==> config.mk <==
export PLATFORM = sky130hd
export DESIGN_NAME = id_ex_operand_stage
export DESIGN_NICKNAME = d
export VERILOG_FILES = /design/src/rtl/id_ex_operand_stage.sv
export SDC_FILE = /design/constraint.sdc
export NUM_CORES = 1
export LEC_CHECK = 0
export CAP_MARGIN = 20
export CORE_ASPECT_RATIO = 0.5
export CORE_MARGIN = 5
export CORE_UTILIZATION = 39
export DETAILED_ROUTE_END_ITERATION = 8
export MAX_ROUTING_LAYER = met4
export PLACE_DENSITY = 0.79
export SETUP_SLACK_MARGIN = 0.05
export SLEW_MARGIN = 20
export SYNTH_ARGS = -nofsm -noshare
export SYNTH_HDL_FRONTEND = slang
export SYNTH_SLANG_ARGS = --single-unit
export TNS_END_PERCENT = 5
==> constraint.sdc <==
create_clock -name clk -period 2.8 [get_ports clk]
set_input_delay 0.28 -clock clk [delete_from_list [all_inputs] [get_ports clk]]
set_output_delay 0.28 -clock clk [all_outputs]
set_load 0.01 [all_outputs]
==> src/rtl/id_ex_operand_stage.sv <==
// ID/EX operand register: forwards EX/MEM/WB results over register-file data,
// stalls decode on load-use hazards, and drives EX with a valid/ready handshake.
// Optional stall counter enabled by defining HAZARD_STAT_EN.
module id_ex_operand_stage #(
  parameter int DATA_WIDTH = 32,
  parameter int ADDR_WIDTH = 5
) (
  input  logic                  clk,
  input  logic                  rst,
`ifdef HAZARD_STAT_EN
  output logic [31:0]           stall_cnt,
`endif
  input  logic                  id_valid,
  output logic                  id_ready,
  input  logic [ADDR_WIDTH-1:0] id_rs1_addr,
  input  logic [ADDR_WIDTH-1:0] id_rs2_addr,
  input  logic                  id_use_rs1,
  input  logic                  id_use_rs2,
  input  logic [ADDR_WIDTH-1:0] id_rd_addr,
  input  logic                  id_reg_w,
  input  logic                  id_mem_r,
  input  logic [DATA_WIDTH-1:0] rf_rs1_data,
  input  logic [DATA_WIDTH-1:0] rf_rs2_data,
  input  logic [DATA_WIDTH-1:0] ex_result,
  input  logic [ADDR_WIDTH-1:0] mem_rd_addr,
  input  logic                  mem_reg_w,
  input  logic                  mem_mem_r,
  input  logic [DATA_WIDTH-1:0] mem_rd_data,
  input  logic [ADDR_WIDTH-1:0] wb_rd_addr,
  input  logic                  wb_reg_w,
  input  logic [DATA_WIDTH-1:0] wb_rd_data,
  input  logic                  flush,
  input  logic                  ex_ready,
  output logic                  ex_valid,
  output logic [DATA_WIDTH-1:0] ex_rs1_data,
  output logic [DATA_WIDTH-1:0] ex_rs2_data,
  output logic [ADDR_WIDTH-1:0] ex_rd_addr,
  output logic                  ex_reg_w,
  output logic                  ex_mem_r
);

  // Handshake: a transfer on either side happens at posedge when valid && ready.
  // ex_* is held while ex_valid && !ex_ready; decode is refused while EX is
  // blocked, a load hazard is pending, or a flush is in progress.

  typedef struct packed {
    logic [DATA_WIDTH-1:0] data;
    logic                  hazard;
  } operand_t;

  logic                  ex_valid_q, ex_valid_d;
  logic [DATA_WIDTH-1:0] ex_rs1_data_q, ex_rs1_data_d;
  logic [DATA_WIDTH-1:0] ex_rs2_data_q, ex_rs2_data_d;
  logic [ADDR_WIDTH-1:0] ex_rd_addr_q, ex_rd_addr_d;
  logic                  ex_reg_w_q, ex_reg_w_d;
  logic                  ex_mem_r_q, ex_mem_r_d;

  logic     adv;
  logic     hazard;
  operand_t op1, op2;

  // Only the highest-priority matching producer decides: a younger ALU result
  // masks an older load to the same register.
  function automatic operand_t resolve(
    input logic                  use_s,
    input logic [ADDR_WIDTH-1:0] addr,
    input logic [DATA_WIDTH-1:0] rf_data,
    input logic                  p_ex_valid,
    input logic                  p_ex_reg_w,
    input logic                  p_ex_mem_r,
    input logic [ADDR_WIDTH-1:0] p_ex_rd,
    input logic [DATA_WIDTH-1:0] p_ex_data
  );
    operand_t r;
    logic     chk;
    r.data   = rf_data;
    r.hazard = 1'b0;
    chk      = use_s && (addr != '0);
    if (addr == '0) begin
      r.data = '0;
    end else if (chk && p_ex_valid && p_ex_reg_w && (p_ex_rd == addr)) begin
      if (p_ex_mem_r) r.hazard = 1'b1;
      else            r.data   = p_ex_data;
    end else if (chk && mem_reg_w && (mem_rd_addr == addr)) begin
      if (mem_mem_r) r.hazard = 1'b1;
      else           r.data   = mem_rd_data;
    end else if (chk && wb_reg_w && (wb_rd_addr == addr)) begin
      r.data = wb_rd_data;
    end
    return r;
  endfunction

  always_comb begin
    op1 = resolve(id_use_rs1, id_rs1_addr, rf_rs1_data, ex_valid_q, ex_reg_w_q,
                  ex_mem_r_q, ex_rd_addr_q, ex_result);
    op2 = resolve(id_use_rs2, id_rs2_addr, rf_rs2_data, ex_valid_q, ex_reg_w_q,
                  ex_mem_r_q, ex_rd_addr_q, ex_result);
    adv      = !ex_valid_q || ex_ready;
    hazard   = op1.hazard || op2.hazard;
    id_ready = adv && !hazard && !flush;
  end

  always_comb begin
    ex_valid_d    = ex_valid_q;
    ex_rs1_data_d = ex_rs1_data_q;
    ex_rs2_data_d = ex_rs2_data_q;
    ex_rd_addr_d  = ex_rd_addr_q;
    ex_reg_w_d    = ex_reg_w_q;
    ex_mem_r_d    = ex_mem_r_q;
    if (adv) begin
      if (id_valid && id_ready) begin
        ex_valid_d    = 1'b1;
        ex_rs1_data_d = op1.data;
        ex_rs2_data_d = op2.data;
        ex_rd_addr_d  = id_rd_addr;
        ex_reg_w_d    = id_reg_w;
        ex_mem_r_d    = id_mem_r;
      end else begin
        ex_valid_d = 1'b0;
        ex_reg_w_d = 1'b0;
        ex_mem_r_d = 1'b0;
      end
    end
  end

  always_ff @(posedge clk) begin
    if (rst) begin
      ex_valid_q    <= 1'b0;
      ex_rs1_data_q <= '0;
      ex_rs2_data_q <= '0;
      ex_rd_addr_q  <= '0;
      ex_reg_w_q    <= 1'b0;
      ex_mem_r_q    <= 1'b0;
    end else begin
      ex_valid_q    <= ex_valid_d;
      ex_rs1_data_q <= ex_rs1_data_d;
      ex_rs2_data_q <= ex_rs2_data_d;
      ex_rd_addr_q  <= ex_rd_addr_d;
      ex_reg_w_q    <= ex_reg_w_d;
      ex_mem_r_q    <= ex_mem_r_d;
    end
  end

  assign ex_valid    = ex_valid_q;
  assign ex_rs1_data = ex_rs1_data_q;
  assign ex_rs2_data = ex_rs2_data_q;
  assign ex_rd_addr  = ex_rd_addr_q;
  assign ex_reg_w    = ex_reg_w_q;
  assign ex_mem_r    = ex_mem_r_q;

`ifdef HAZARD_STAT_EN
  logic [31:0] stall_cnt_q, stall_cnt_d;

  // Counts decode cycles lost to load-use stalls; sticks at all-ones.
  always_comb begin
    stall_cnt_d = stall_cnt_q;
    if (id_valid && adv && hazard && !flush && (stall_cnt_q != '1))
      stall_cnt_d = stall_cnt_q + 32'd1;
  end

  always_ff @(posedge clk) begin
    if (rst) stall_cnt_q <= '0;
    else     stall_cnt_q <= stall_cnt_d;
  end

  assign stall_cnt = stall_cnt_q;
`endif

endmodule

## Yosys cells after proc, flatten, opt, wreduce, memory -nomap -nowiden

Index checks and enable logic that the tools add are counted.

- Register bits: 72
- Output and inout bits: 73
- Logic and storage cells: 62

- Eq/ne operators: 6
- Muxes and demuxes: 21
- Reductions and logical operators: 29

Operator list:

| kind | count |
|---|---|
| $mux W32 | 10 |
| $mux W33 | 2 |
| $eq A5 B5 Y1 | 6 |
| $logic_and A1 B1 Y1 | 19 |
| $logic_not A5 Y1 | 2 |
| $reduce_bool A5 Y1 | 2 |
| $mux W1 | 9 |
| $logic_not A1 Y1 | 3 |
| $logic_or A1 B1 Y1 | 2 |
| $reduce_and A2 Y1 | 1 |

## Longest topological paths before layout

Gate-level depths: netlist of run 1.

- Word-level depth: 14
- Gate-level depth with buffers: 12
- Depth with buffers taken out: 7

## Worst setup path after synthesis of run 1

No wires, ideal clock.

- Path kind: input -> register
- Start: input port id_rs1_addr[1]
- End: register ex_rs1_data_q[1], in the netlist ex_rs1_data[1]
- Library setup time: 133 ps
- Arrival: 2593 ps
- Required time: 2667 ps
- Path slack: 73 ps
- Stages on the path: 12
- Path buffers: 5
- Cells stage by stage: or4_1 > or2_1 > buf_2 > nor4bb_1 > buf_6 > o21a_1 > nor4b_2 > buf_4 > or2_2 > buf_6 > buf_12 > o32ai_2

- Longest elaborated chain between the ends: 13

Ends and longest elaborated chain:

| item | RTL line | RTL |
|---|---|---|
| start, declared | 15 | `input logic [ADDR_WIDTH-1:0] id_rs1_addr,` |
| $reduce_bool A5 Y1 | 78 | `chk = use_s && (addr != '0);` |
| $logic_and A1 B1 Y1 | 78 |  |
| $logic_and A1 B1 Y1, on equally long branches (2 in a row) | 84, 81 |  |
| $mux W1 or $logic_and A1 B1 Y1 (tied branches) | 84, 81 |  |
| $mux W33 | 81 | `end else if (chk && p_ex_valid && p_ex_reg_w && (p_ex_rd == addr)) begin` |
| $mux W1 | 79 | `if (addr == '0) begin` |
| $logic_or A1 B1 Y1 | 99 | `hazard = op1.hazard \|\| op2.hazard;` |
| $logic_not A1 Y1 | 100 | `id_ready = adv && !hazard && !flush;` |
| $logic_and A1 B1 Y1 (2 in a row) | 100 |  |
| $logic_and A1 B1 Y1 | 111 | `if (id_valid && id_ready) begin` |
| $reduce_and A2 Y1 (no line) | -- |  |
| end signal, assigned | 136 | `ex_rs1_data_q <= ex_rs1_data_d;` |
| end, declared | 52 | `logic [DATA_WIDTH-1:0] ex_rs1_data_q, ex_rs1_data_d;` |

Parallel ways exist; a longest one is shown, timed or not.
A chain may end at the register's enable or synchronous reset.

## Worst setup path after layout of run 1

- Start: input port id_rs2_addr[2]
- End: register ex_rs2_data_q[22], in the netlist ex_rs2_data[22]

- Longest elaborated chain between the ends: 13

Ends and longest elaborated chain:

| item | RTL line | RTL |
|---|---|---|
| start, declared | 16 | `input logic [ADDR_WIDTH-1:0] id_rs2_addr,` |
| $reduce_bool A5 Y1 | 78 |  |
| $logic_and A1 B1 Y1 | 78 |  |
| $logic_and A1 B1 Y1, on equally long branches (2 in a row) | 84, 81 |  |
| $mux W1 or $logic_and A1 B1 Y1 (tied branches) | 84, 81 |  |
| $mux W33 | 81 |  |
| $mux W1 | 79 |  |
| $logic_or A1 B1 Y1 | 99 |  |
| $logic_not A1 Y1 | 100 |  |
| $logic_and A1 B1 Y1 (2 in a row) | 100 |  |
| $logic_and A1 B1 Y1 | 111 |  |
| $reduce_and A2 Y1 (no line) | -- |  |
| end signal, assigned | 137 | `ex_rs2_data_q <= ex_rs2_data_d;` |
| end, declared | 53 | `logic [DATA_WIDTH-1:0] ex_rs2_data_q, ex_rs2_data_d;` |

Parallel ways exist; a longest one is shown, timed or not.

==> reports/metrics.yaml, run 1 <==
worst_setup_path:
  cp_num_cells: 10
  critPathCapture: "ex_rs2_data[22]"
  crit_path_start_kind: "primary input"
  crit_fanout: 33
  rr_endpoint: "ex_rs2_data[22]"
  critical_path_arrival_ns: 2.92
  worst_ep_required_time_ns: 3.05
  crit_type: "in -> reg"
  crit_path_max_incr_delay_ns: 0.79
  cp_slowest_cell: "or4_2"
  crit_chain: "clkdlybuf4s50_1 -> buf_4 -> xnor2_1 -> nand4_1 -> or4_2 -> buf_12 -> nand2b_1 -> a221o_1 -> o21ai_0 -> o32ai_2"
  r2r_slack_ns: 0.23
  r2r_start: "ex_rd_addr[0]"
  crit_start: "id_rs2_addr[2]"
  critPathBufInv: 3
  cp-end-kind: "flip-flop"
  cp_top_family: "simple AND/OR/NAND/NOR gates"
  ff2ff_path_depth: 8
synth:
  synth.cell_area_um2: 5910
  synth-seq-cells: 72
  synth_ff_type: "dfxtp_1"
  synthArstFlopShare: 0
  avgSynthCellArea_um2: 8.29
  synth.distinct_cells: 46
  synth_top_area_cell: "dfxtp_1"
  yosysTopAreaCellShare: 0.244
  syn_nets: 910
  synth_enable_flop_cells: 0
  synth_warnings: 0
  post_synth_inst_count: 713
  synth.yosys.seq_area_share: 0.244
  synthTopCellsByArea: "dfxtp_1 (24%), o32ai_2 (9.4%), nand2b_1 (6.0%)"
clock_tree:
  insertion_delay_ns: 0.34
  postCtsHoldBufs: 0
  tritoncts: "yes"
  cts_sinks: 72
  cts_root_buffer: "clkbuf_16"
  cts_buffers: 9
  htree_levels: 3
  cts_max_path_buffers: 2
  cts.clk_slew.worst_paths_ns: 0.06
placed_design:
  routabilityCongestion: 0.939
  io_buffers: 269
  dp_hpwl_um: 19200
  preCtsSetupSlack_ns: -0.289
  dpl.cell_count: 1179
detailed_routing:
  drt.antenna.violating_nets: 0
  drtIter0Drc: 760
  drt_pass1_iterations: 6
  wl_um: 27200
  vias: 7482
  drc: 0
  wl_per_cell_um: 22.7
  vias_per_cell: 6.25
final_layout:
  area_delta_synth_final_pct: 64.8
  final_common_cell: "clkdlybuf4s50_1"
  drive_gt1_frac: 0.137
  finalNonFillerCells: 1198
  final_nets: 1191
  final_cell_mix: "clkdlybuf4s50_1 (267), dfxtp_1 (71), nand2b_1 (57)"
power:
  p_sw_frac: 0.266
  sequentialPowerShare: 0.310
  p_total_mw: 3.57
  combPwrFrac: 0.280
  static-leakage-power_nw: 3.52
  p_per_area_nw_per_um2: 367
  p_switching_uw: 952
  p_int_mw: 2.62
  pwr-share-clk: 0.409
  irDropWorstVdd_mv: 0.306
global_route:
  grt_pass1_vias: 7544
  grt_usage: 0.290
  grt-busiest-layer: "met2"
  grt_use_met1: 0.354
  grt_overflow_total: 0
  grt_max_degree: 55
  grtUsageMet2: 0.477
  grt_pass1_wl_um: 41100
  met3_usage: 0.0562
  antenna_found_initial: 1
run_status:
  outcome: "completed"
timing:
  rsz0062_at_grt: "true"
  period_share: 0.955
  min_period_ns: 2.67
  setup_viol: 0
  hold_violations: 0
  worstMarginPinSlew_ns: 0.506
  skew_ns: 0.00638
  max_freq_mhz: 374
  setup_ws_ns: 0.126
  relSlewSlack: 0.662
  final-max-slew-violation-count: 0
run:
  max_cap_violations: 0
floorplan:
  coreArea_um2: 14700
  top_level_ports: 270
  fp.dieArea_um2: 17900
  rows: 31
  die_w_um: 184
  fp.dieH_um: 97.0
  start_util: 0.403
min_path:
  hold_class: "reg -> reg"
[how the worst min path moves through the flow]
stage,startpoint,end,slack (ns),cells after the start
2_1_floorplan,id_rd_addr[0],ex_rd_addr[0],0.43,2
3_3_place_gp,ex_rs1_data[26],ex_rs1_data[26],0.45,1
3_5_place_dp,ex_rs2_data[9],ex_rs2_data[9],0.45,2
4_1_cts,ex_rs2_data[10],ex_rs2_data[10],0.47,2
5_1_grt,ex_rs2_data[29],ex_rs2_data[29],0.48,2
6_report,ex_rs2_data[10],ex_rs2_data[10],0.47,2
[layer usage]
layer | part of all wire | wire, µm
met5 | 0 | 0
met4 | 0.032 | 871
met3 | 0.084 | 2270
met2 | 0.48 | 13000
met1 | 0.40 | 11000
[worst reg2reg max path: cells and delay by family (launching register included)]
kind                      cells  cell delay, ns
AOI/OAI and AO/OA             3            0.54
xor gates and xnor gates      1            0.16
buffers and inverters         1            0.23
DFF                           1            0.42
and+or+nand+nor               3            1.13
[power by group through the flow]
stage                     combinational (mW)  sequential, mW  clock [mW]
after floorplan                        0.374            1.15           0
after global placement                 0.958            1.13           0
after detailed placement               0.980            1.13           0
after CTS                              0.989            1.11        1.47
after global routing                    1.06            1.11        1.53
final                                   1.00            1.11        1.46
[timing repair]
action                                  CTS  global route
pin swaps                                 0             4
gates resized for setup                   3            13
setup buffers                             0             1
hold endpoints to repair                  0             0
endpoints found under the setup margin    1            69
cloned                                    0             1
[registers in the layout, indices dropped and copies added, names as in the netlist]
| name | flops |
|---|---|
| ex_valid | 1 |
| ex_reg_w | 1 |
| ex_rd_addr | 5 |
| ex_rs2_data | 32 |
| ex_rs1_data | 32 |
| ex_mem_r | 1 |
[cells in the mapped netlist, types with 4 or more instances]
master,number
nor3_1,30
nand2b_1,57
nand2_1,33
dfxtp_1,72
nand3_1,9
o22ai_1,31
buf_2,10
a221oi_1,31
and3_1,4
a221o_1,32
o32ai_2,34
clkbuf_1,49
mux2i_1,31
o21ai_0,36
xor2_1,17
xnor2_1,13
nor2_1,38
o221ai_1,8
a21oi_1,38
inv_1,38
a32o_1,25
a22o_1,26
nand4_1,5
buf_1,4
nor4_1,7
[stage by stage]
step | area, µm² | utilization | hold WS, ns | TNS [ns]
finish | 9740 | 0.664 | 0.466 | 0
global route | 9740 | 0.664 | 0.481 | 0
CTS | 9670 | 0.659 | 0.468 | 0
detailed placement | 9290 | 0.634 | 0.454 | -18.89
global placement | 9290 | 0.634 | 0.446 | -14.02
floorplan | 5910 | - | 0.427 | 0
[cells by family after synthesis]
logic type,count (synthesis),synth area share
AOI/OAI and AO/OA,275,0.401
and+or+nand+nor,198,0.177
buffers and inverters,107,0.0815
DFF,72,0.244
muxes,31,0.0525
xor gates and xnor gates,30,0.0445
[cell type report]
cell class              instances  area [µm²]
multi-input cells             534        4080
clock buffers                  11         233
inverters                      38         143
flip-flops and latches         72        1440
repair buffers                339        3460
diodes                          1        2.50
well taps                     198         248
fillers                      1177        4920
clock inverters                 5         129
Note: power is estimated with default switching activity, not from simulation.
==> run 2, diff against run 1 <==
--- a/config.mk
+++ b/config.mk
@@ -10,8 +10,9 @@
 export CORE_MARGIN = 5
 export CORE_UTILIZATION = 39
 export DETAILED_ROUTE_END_ITERATION = 8
+export HOLD_SLACK_MARGIN = 0.03
 export MAX_ROUTING_LAYER = met4
-export PLACE_DENSITY = 0.79
+export PLACE_DENSITY = 0.77
 export SETUP_SLACK_MARGIN = 0.05
 export SLEW_MARGIN = 20
 export SYNTH_ARGS = -nofsm -noshare
==> reports/metrics.yaml, run 2 (synthesis gave the netlist of run 1 again) <==
run_status:
  outcome: "completed"
min_path:
  min-delay-start: "ex_rs1_data[2]"
  whs_endpoint: "ex_rs1_data[2]"
  hold_depth: 1
  hold_class: "reg -> reg"
worst_setup_path:
  worst_ep_required_time_ns: 3.06
  crit_fanout: 10
  r2r_start: "ex_rd_addr[1]"
  crit_type: "in -> reg"
  rr_endpoint: "ex_rs2_data[27]"
  ff2ff_path_depth: 11
  crit_path_start_kind: "primary input"
  cp-end-kind: "flip-flop"
  critical_path_arrival_ns: 3.02
  r2r_slack_ns: 0.18
detailed_routing:
  drt.antenna.violating_nets: 0
  drt_pass1_iterations: 5
  vias_per_cell: 6.18
  wl_per_cell_um: 22.2
  drc: 0
  wl_um: 26700
  vias: 7432
  drtIter0Drc: 629
timing:
  setup_viol: 0
  max_freq_mhz: 362
  relSlewSlack: 0.618
  min_period_ns: 2.76
  period_share: 0.987
  final-max-slew-violation-count: 0
  worstMarginPinSlew_ns: 0.573
  hold_violations: 0
  rsz0062_at_grt: "true"
  skew_ns: 0.00647
  whs_ns: 0.467
clock_tree:
  htree_levels: 3
  cts_buffers: 9
  cts_root_buffer: "clkbuf_16"
  tritoncts: "yes"
  cts_sinks: 72
  insertion_delay_ns: 0.34
  cts_max_path_buffers: 2
  cts.clk_slew.worst_paths_ns: 0.07
power:
  static-leakage-power_nw: 3.54
  p_per_area_nw_per_um2: 360
  p_total_mw: 3.53
  irDropWorstVdd_mv: 0.316
final_layout:
  multiInputGateArea_um2: 4130
  area_delta_synth_final_pct: 66.0
  finish.utilization: 0.669
  ff_latch_area_um2: 1440
  final_nets: 1196
  final_cell_mix: "clkdlybuf4s50_1 (268), dfxtp_1 (71), nand2b_1 (57)"
  final_common_cell: "clkdlybuf4s50_1"
  nFillCells: 1200
  drive_gt1_frac: 0.146
  diodes: 0
  fin_area_um2: 9810
global_route:
  grt_pass1_wl_um: 40700
  grt_overflow_total: 0
  grt_usage: 0.287
  antenna_found_initial: 0
  grt_max_degree: 55
  grt_pass1_vias: 7521
placed_design:
  dp_hpwl_um: 19300
  io_buffers: 269
  dpl_cell_area_um2: 9290
  routabilityCongestion: 0.928
floorplan:
  rows: 31
  top_level_ports: 270
  start_util: 0.403
  die_w_um: 184
  coreArea_um2: 14700
  fp.dieArea_um2: 17900
  fp.dieH_um: 97.0
run:
  max_cap_violations: 0
run 2: cell types whose count changed in the layout (fill, tap and decap cells not counted), sizes merged:
cell	delta
inv	+2
clkbuf	-1
diode	-1
dlymetal6s2s	-1
clkdlybuf4s50	+1
clkinv	+1
bufinv	-1
dlygate4sd2	+1
buf	+3
run 2: critical path, stage by stage:
cell	delay, ns
clkdlybuf4s50_1	0.43
buf_4	0.16
xnor2_1	0.28
nand4_1	0.15
nor3_1	0.38
nor4_2	0.10
buf_4	0.17
nor3_4	0.17
buf_4	0.14
o211ai_1	0.09
buf_4	0.19
buf_4	0.21
o32ai_2	0.27
run 2: how the worst max path moves through the flow:
stage / endpoint / startpoint / cells after the start / slack [ns]
finish: ex_rs2_data[27] / id_rs1_addr[1] / 13 / 0.04
CTS: ex_rs1_data[23] / id_rs1_addr[1] / 10 / 0.08
detailed placement: ex_rs2_data[18] / id_rs2_addr[1] / 11 / -0.37
floorplan: ex_rs1_data[1] / id_rs1_addr[1] / 12 / 0.07
global placement: ex_rs1_data[16] / id_rs1_addr[1] / 10 / -0.30
global route: ex_rs2_data[27] / id_rs1_addr[1] / 13 / -0.04
run 2: stage by stage:
stage               setup slack, ns  std cells  setup TNS (ns)
floorplan                    0.0732        713               0
global placement             -0.298       1180          -14.63
detailed placement           -0.369       1180          -19.62
CTS                          0.0762       1196               0
global route                -0.0385       1202          -0.656
finish                       0.0366       1202               0
run 2: what timing repair did:
action                                  in CTS  in global routing
gates cloned                                 0                  3
endpoints found under the setup margin      36                 70
pin swaps                                    0                  1
setup buffers                                0                  3
hold buffers                                 0                  0
gates resized for setup                      4                 22
run 2: routing by layer:
metal | vias to the layer above | GRT usage | part of all wire
met4 | 0 | 0.115 | 0.033
met3 | 72 | 0.0513 | 0.076
met5 | - | - | 0
met1 | 3589 | 0.345 | 0.41
met2 | 413 | 0.476 | 0.48
li1 | 3358 | - | -
run 2: report_power, final:
part           switching (mW)  leakage (nW)  internal, mW  total, mW
logic                   0.425          2.78         0.585       1.01
clock network           0.529         0.172         0.884       1.41
registers              0.0351         0.588          1.08       1.11
total                   0.988          3.54          2.55       3.53
run 2: final cells by class:
type,instances,area share
multi-input combinational,534,0.421
timing repair buffer,344,0.356
sequential,72,0.147
tap,198,0.0253
clock buffer,9,0.0230
inverter,38,0.0145
clock inverter,7,0.0130
==> variant 1: new RTL, config.mk and constraints of run 1 <==
`ex_rs2_data_q` no longer has a reset.
--- a/src/rtl/id_ex_operand_stage.sv
+++ b/src/rtl/id_ex_operand_stage.sv
@@ -127,18 +127,20 @@
     if (rst) begin
       ex_valid_q    <= 1'b0;
       ex_rs1_data_q <= '0;
-      ex_rs2_data_q <= '0;
       ex_rd_addr_q  <= '0;
       ex_reg_w_q    <= 1'b0;
       ex_mem_r_q    <= 1'b0;
     end else begin
       ex_valid_q    <= ex_valid_d;
       ex_rs1_data_q <= ex_rs1_data_d;
-      ex_rs2_data_q <= ex_rs2_data_d;
       ex_rd_addr_q  <= ex_rd_addr_d;
       ex_reg_w_q    <= ex_reg_w_d;
       ex_mem_r_q    <= ex_mem_r_d;
     end
+  end
+
+  always_ff @(posedge clk) begin
+    ex_rs2_data_q <= ex_rs2_data_d;
   end
 
   assign ex_valid    = ex_valid_q;
Function: changed (Yosys sat finds a counterexample within 4 cycles, from zero or initial values and one cycle with rst high).
==> variant 1 against run 1 <==
  * Clock power is 16% lower
  * Worst setup slack better by 0.17 ns
  * Total power is 9.2% lower
  * Sequential share of layout area is 5.2 points higher
  * Routed wire length is 22% lower
  * Sequential cell count stayed put
  * Synthesized area is 11% lower
  * Design area is 9.6% lower
  * Die area is 10% lower
  * Critical endpoint is now ex_rs1_data[26]
==> variant 1: results (changes against run 1) <==
* Leakage Power at 0.00304 uW (-14%)
* Via count at 5790 (-23%)
* CP Launch Point: id_rs2_addr[1]
* Initial antenna violation count at 0 (-1)
* Net Count, Synth at 731 (-20%)
* Reg-to-Reg End: ex_rs1_data[26]
* Delay-heaviest family, CP: simple AND/OR/NAND/NOR gates
* Crit-path slowest cell: or4_4
* Top cells by count, synth: a21oi_1, dfxtp_1, a211oi_1
* Placer's final routability congestion estimate at 0.974 (+3.8%)
* YS warnings at 0 (unchanged)
* Detailed Route Iter0 Violations at 505 (-34%)
* Slew HR at 0.597 (-0.0641)
* Syn Inst Count at 534 (-25%)
* Share of cells above drive strength 1 at 0.159 (+0.0215)
* First-pass GRT wire length at 32.0 mm (-22%)
* DP Area at 8440 sq um (-9.1%)
* Total global-route track usage at 0.256 (-0.0349)
* Sequential share of the synthesized area at 0.335 (+0.0908)
* Yosys cell types at 42 (-8.7%)
* Post-route insts no fill at 983 (-18%)
* Worst-path fanout max at 22 (-33%)
* Status: finished, final reports clean
* Worst R2R Path Depth at 10 (+2)
* Final Skew at 0.00570 ns (-0.000678 ns)
* Synth area leaders: edfxtp_1, dfxtp_1, a21oi_1
* WL/cell at 21.5 um (-5.3%)
* Antenna diodes at 0 (-1)
* CP max stage delay at 0.57 ns (-0.22 ns)
* Worst r2r src: ex_rd_addr[3]
* Worst reg-to-reg setup slack at 0.37 ns (+0.14 ns)
-- variant 1: cell count changes in the layout (fill, tap and decap cells not counted), moves of 30 or more --
| cell | change |
|---|---|
| a21oi_1 | +58 |
| inv_1 | -36 |
| o21ai_0 | -36 |
| a211oi_1 | +35 |
| o32ai_2 | -34 |
| dfxtp_1 | -32 |
| edfxtp_1 | +32 |
| a221oi_1 | -31 |
| o22ai_1 | -31 |
| nand2_1 | -30 |
| nor2b_1 | +30 |
-- variant 1: worst reg2reg max path: stages, from the launching register on --
cell      delay [ns]
dfxtp_1         0.45
xor2_1          0.13
nor4_2          0.30
buf_4           0.17
nand3_4         0.08
mux2i_1         0.21
buf_4           0.14
o2111a_2        0.24
nor3b_4         0.28
buf_12          0.22
a22o_1          0.17
-- variant 1: power breakdown --
group / total (uW) / leakage [uW] / internal, uW / switching (uW)
registers: 1190 / 0.000627 / 1160 / 31.8
clock network: 1220 / 0.000159 / 765 / 454
logic: 837 / 0.00225 / 509 / 328
-- variant 1: worst min path at each step --
stage | startpoint | to | cells after the start
after floorplan | id_rd_addr[0] | ex_rd_addr[0] | 2
after global placement | ex_rs1_data[30] | ex_rs1_data[30] | 1
after detailed placement | ex_rs1_data[3] | ex_rs1_data[3] | 1
after CTS | ex_rs1_data[29] | ex_rs1_data[29] | 1
after global routing | ex_rs1_data[29] | ex_rs1_data[29] | 1
final | ex_rs1_data[18] | ex_rs1_data[18] | 1
-- variant 1: layout make-up --
class	count	area, sq um
well taps	176	220
fillers	1088	4600
multi-input cells	405	3270
clock inverters	2	15.0
clock buffers	14	308
repair buffers	312	3220
inverters	2	7.51
flip-flops and latches	72	1770
-- variant 1: repair_timing --
action,in CTS,in global routing
pin swaps,1,1
buffers inserted,1,1
resized for setup,4,3
hold buffers,0,0
endpoints found under the setup margin,1,1
-- variant 1: kinds of logic after synthesis --
group,after synthesis,share of synthesized area
compound gates,265,0.424
simple gates,104,0.126
flops,72,0.335
buf+inv,57,0.0547
xor+xnor,30,0.0499
mux,6,0.0114
-- variant 1: per-stage QoR --
step | worst slack [ns] | TNS [ns]
2_1_floorplan | 0.398 | 0
3_3_place_gp | -0.0677 | -1.47
3_5_place_dp | -0.114 | -3.77
4_1_cts | 0.0677 | 0
5_1_grt | 0.205 | 0
6_report | 0.296 | 0
-- variant 1: metal layers --
| layer | part of all wire | up-vias | routed length [um] | track usage |
|---|---|---|---|---|
| met5 | 0 | - | 0 | - |
| met3 | 0.066 | 61 | 1400 | 0.0507 |
| li1 | - | 2680 | - | - |
| met4 | 0.039 | 0 | 822 | 0.105 |
| met1 | 0.40 | 2762 | 8440 | 0.301 |
| met2 | 0.49 | 287 | 10400 | 0.432 |
==> variant 2: new RTL, config.mk and constraints of run 1 <==
Made on the original files. Add a define of `HAZARD_STAT_EN`.
--- a/src/rtl/id_ex_operand_stage.sv
+++ b/src/rtl/id_ex_operand_stage.sv
@@ -1,6 +1,8 @@
 // ID/EX operand register: forwards EX/MEM/WB results over register-file data,
 // stalls decode on load-use hazards, and drives EX with a valid/ready handshake.
 // Optional stall counter enabled by defining HAZARD_STAT_EN.
+`define HAZARD_STAT_EN
+
 module id_ex_operand_stage #(
   parameter int DATA_WIDTH = 32,
   parameter int ADDR_WIDTH = 5
Function (old outputs only; new: stall_cnt): kept (Yosys induction, for registers that start in step).
==> variant 2 against run 1 <==
  * Total power rose by 7.2%
  * Non-clock buffer count up 43
  * Cell count up 12%
  * Design area rose by 8.2%
  * Count of clock-buffer cells in the layout fell by 1
  * Synthesized area up 8.1%
  * First-iteration DRC count fell by 18%
  * Worst setup slack worse by 0.057 ns
  * Routed wire length is 2.8% higher
  * Sequential cell count rose by 32
  * Critical path type is now in -> out
  * Largest cell class unchanged
==> variant 2: results (changes against run 1) <==
* CP Launch Point: mem_rd_addr[4]
* Placer's final routability congestion estimate at 0.908 (-3.3%)
* Syn Inst Count at 788 (+11%)
* Yosys cell types at 52 (+13%)
* IO Port Bufs at 301 (+12%)
* Arrival time worst endpoint at 2.45 ns (-0.47 ns)
* Final Skew at 0.0132 ns (+0.00682 ns)
* CP Capture Point: id_ready
* Initial antenna violation count at 0 (-1)
* CP max stage delay at 0.51 ns (-0.28 ns)
* Peak supply drop at 0.287 mV (-6.0%)
* WL/cell at 20.7 um (-8.5%)
* Fmax at 0.366 GHz (-2.1%)
* Worst-path fanout max at 5 (-85%)
* Post-route insts no fill at 1346 (+12%)
* Switching pwr at 986 uW (+3.5%)
* Worst R2R Path Depth at 10 (+2)
* Worst r2r src: ex_rd_addr[4]
* Crit-path slowest cell: clkdlybuf4s50_1
* Detailed Route Iter0 Violations at 627 (-18%)
* Total negative slack at 0 ns (unchanged)
* Worst reg-to-reg setup slack at 0.21 ns (-0.02 ns)
* Reg-to-Reg End: ex_rs2_data[31]
* Pin count of the biggest net entering global routing at 43 (-22%)
* Top cells by count, synth: dfxtp_1, nor2_1, a22oi_1, a32o_1, a21oi_1
* First-pass GRT wire length at 42.8 mm (+4.1%)
* Total global-route track usage at 0.281 (-0.00979)
* H-tree Lvls at 3 (unchanged)
* Slew HR at 0.469 (-0.193)
* Leakage Power at 0.00341 uW (-3.3%)
* Share of cells above drive strength 1 at 0.103 (-0.0344)
* Pre-CTS setup slack at -0.256 ns (+0.0326 ns)
* Antenna diodes at 0 (-1)
* Sequential share of the synthesized area at 0.326 (+0.0820)
* Net Count, Synth at 986 (+8.4%)
* Status: finished, final reports clean
* Via count at 8239 (+10%)
## variant 2: final cells by class
| type | instances | area [sq um] |
|---|---|---|
| clock buffers | 10 | 239 |
| fillers | 1377 | 5690 |
| repair buffers | 382 | 3750 |
| clock inverters | 6 | 95.1 |
| multi-input cells | 612 | 4070 |
| flip-flops and latches | 104 | 2080 |
| well taps | 227 | 284 |
| inverters | 5 | 18.8 |
## variant 2: power by group through the flow
stage	clock network, uW	logic [uW]	registers (uW)
floorplan	0	217	1620
global placement	0	802	1600
detailed placement	0	813	1600
CTS	1470	815	1570
global route	1530	868	1570
finish	1450	818	1570
## variant 2: stage by stage
step                      instance area, sq um   util
after floorplan                           6390      -
after global placement                   10200  0.628
after detailed placement                 10200  0.628
after CTS                                10500  0.649
after global routing                     10500  0.649
final                                    10500  0.649
## variant 2: logic make-up after synthesis
group,share of synthesized area
AO/OA/AOI/OAI,0.387
XOR/XNOR,0.0437
adder cells (fa/ha/maj),0.00196
buffers and inverters,0.0492
flip-flops,0.326
multiplexers,0.00176
AND/OR/NAND/NOR,0.190
## variant 2: critical path: cells and delay by family
family,cells,cell delay (ns)
buffers and inverters,2,0.79
and+or+nand+nor,3,0.63
AOI/OAI and AO/OA,2,0.63
xor gates and xnor gates,1,0.13
## variant 2: per-layer routing
| metal | GRT usage | part of all wire | vias up |
|---|---|---|---|
| li1 | - | - | 3762 |
| met1 | 0.334 | 0.39 | 3960 |
| met4 | 0.117 | 0.041 | 0 |
| met5 | - | 0 | - |
| met3 | 0.0384 | 0.075 | 92 |
| met2 | 0.485 | 0.49 | 425 |
## variant 2: repair_timing
item | 4_1_cts | 5_1_grt
setup buffers | 0 | 0
endpoints found under the setup margin | 1 | 17
gates cloned | 0 | 0
pin swaps | 1 | 1
resized for setup | 6 | 4
## variant 2: how the worst min path moves through the flow
stage	depth (start not counted)	slack [ns]	start	to
finish	1	0.47	ex_rs1_data[7]	ex_rs1_data[7]
global route	1	0.49	ex_rs1_data[17]	ex_rs1_data[17]
CTS	1	0.47	ex_rs1_data[7]	ex_rs1_data[7]
detailed placement	1	0.45	ex_rs1_data[7]	ex_rs1_data[7]
global placement	1	0.45	ex_rs1_data[21]	ex_rs1_data[21]
floorplan	2	0.43	id_rd_addr[0]	ex_rd_addr[0]
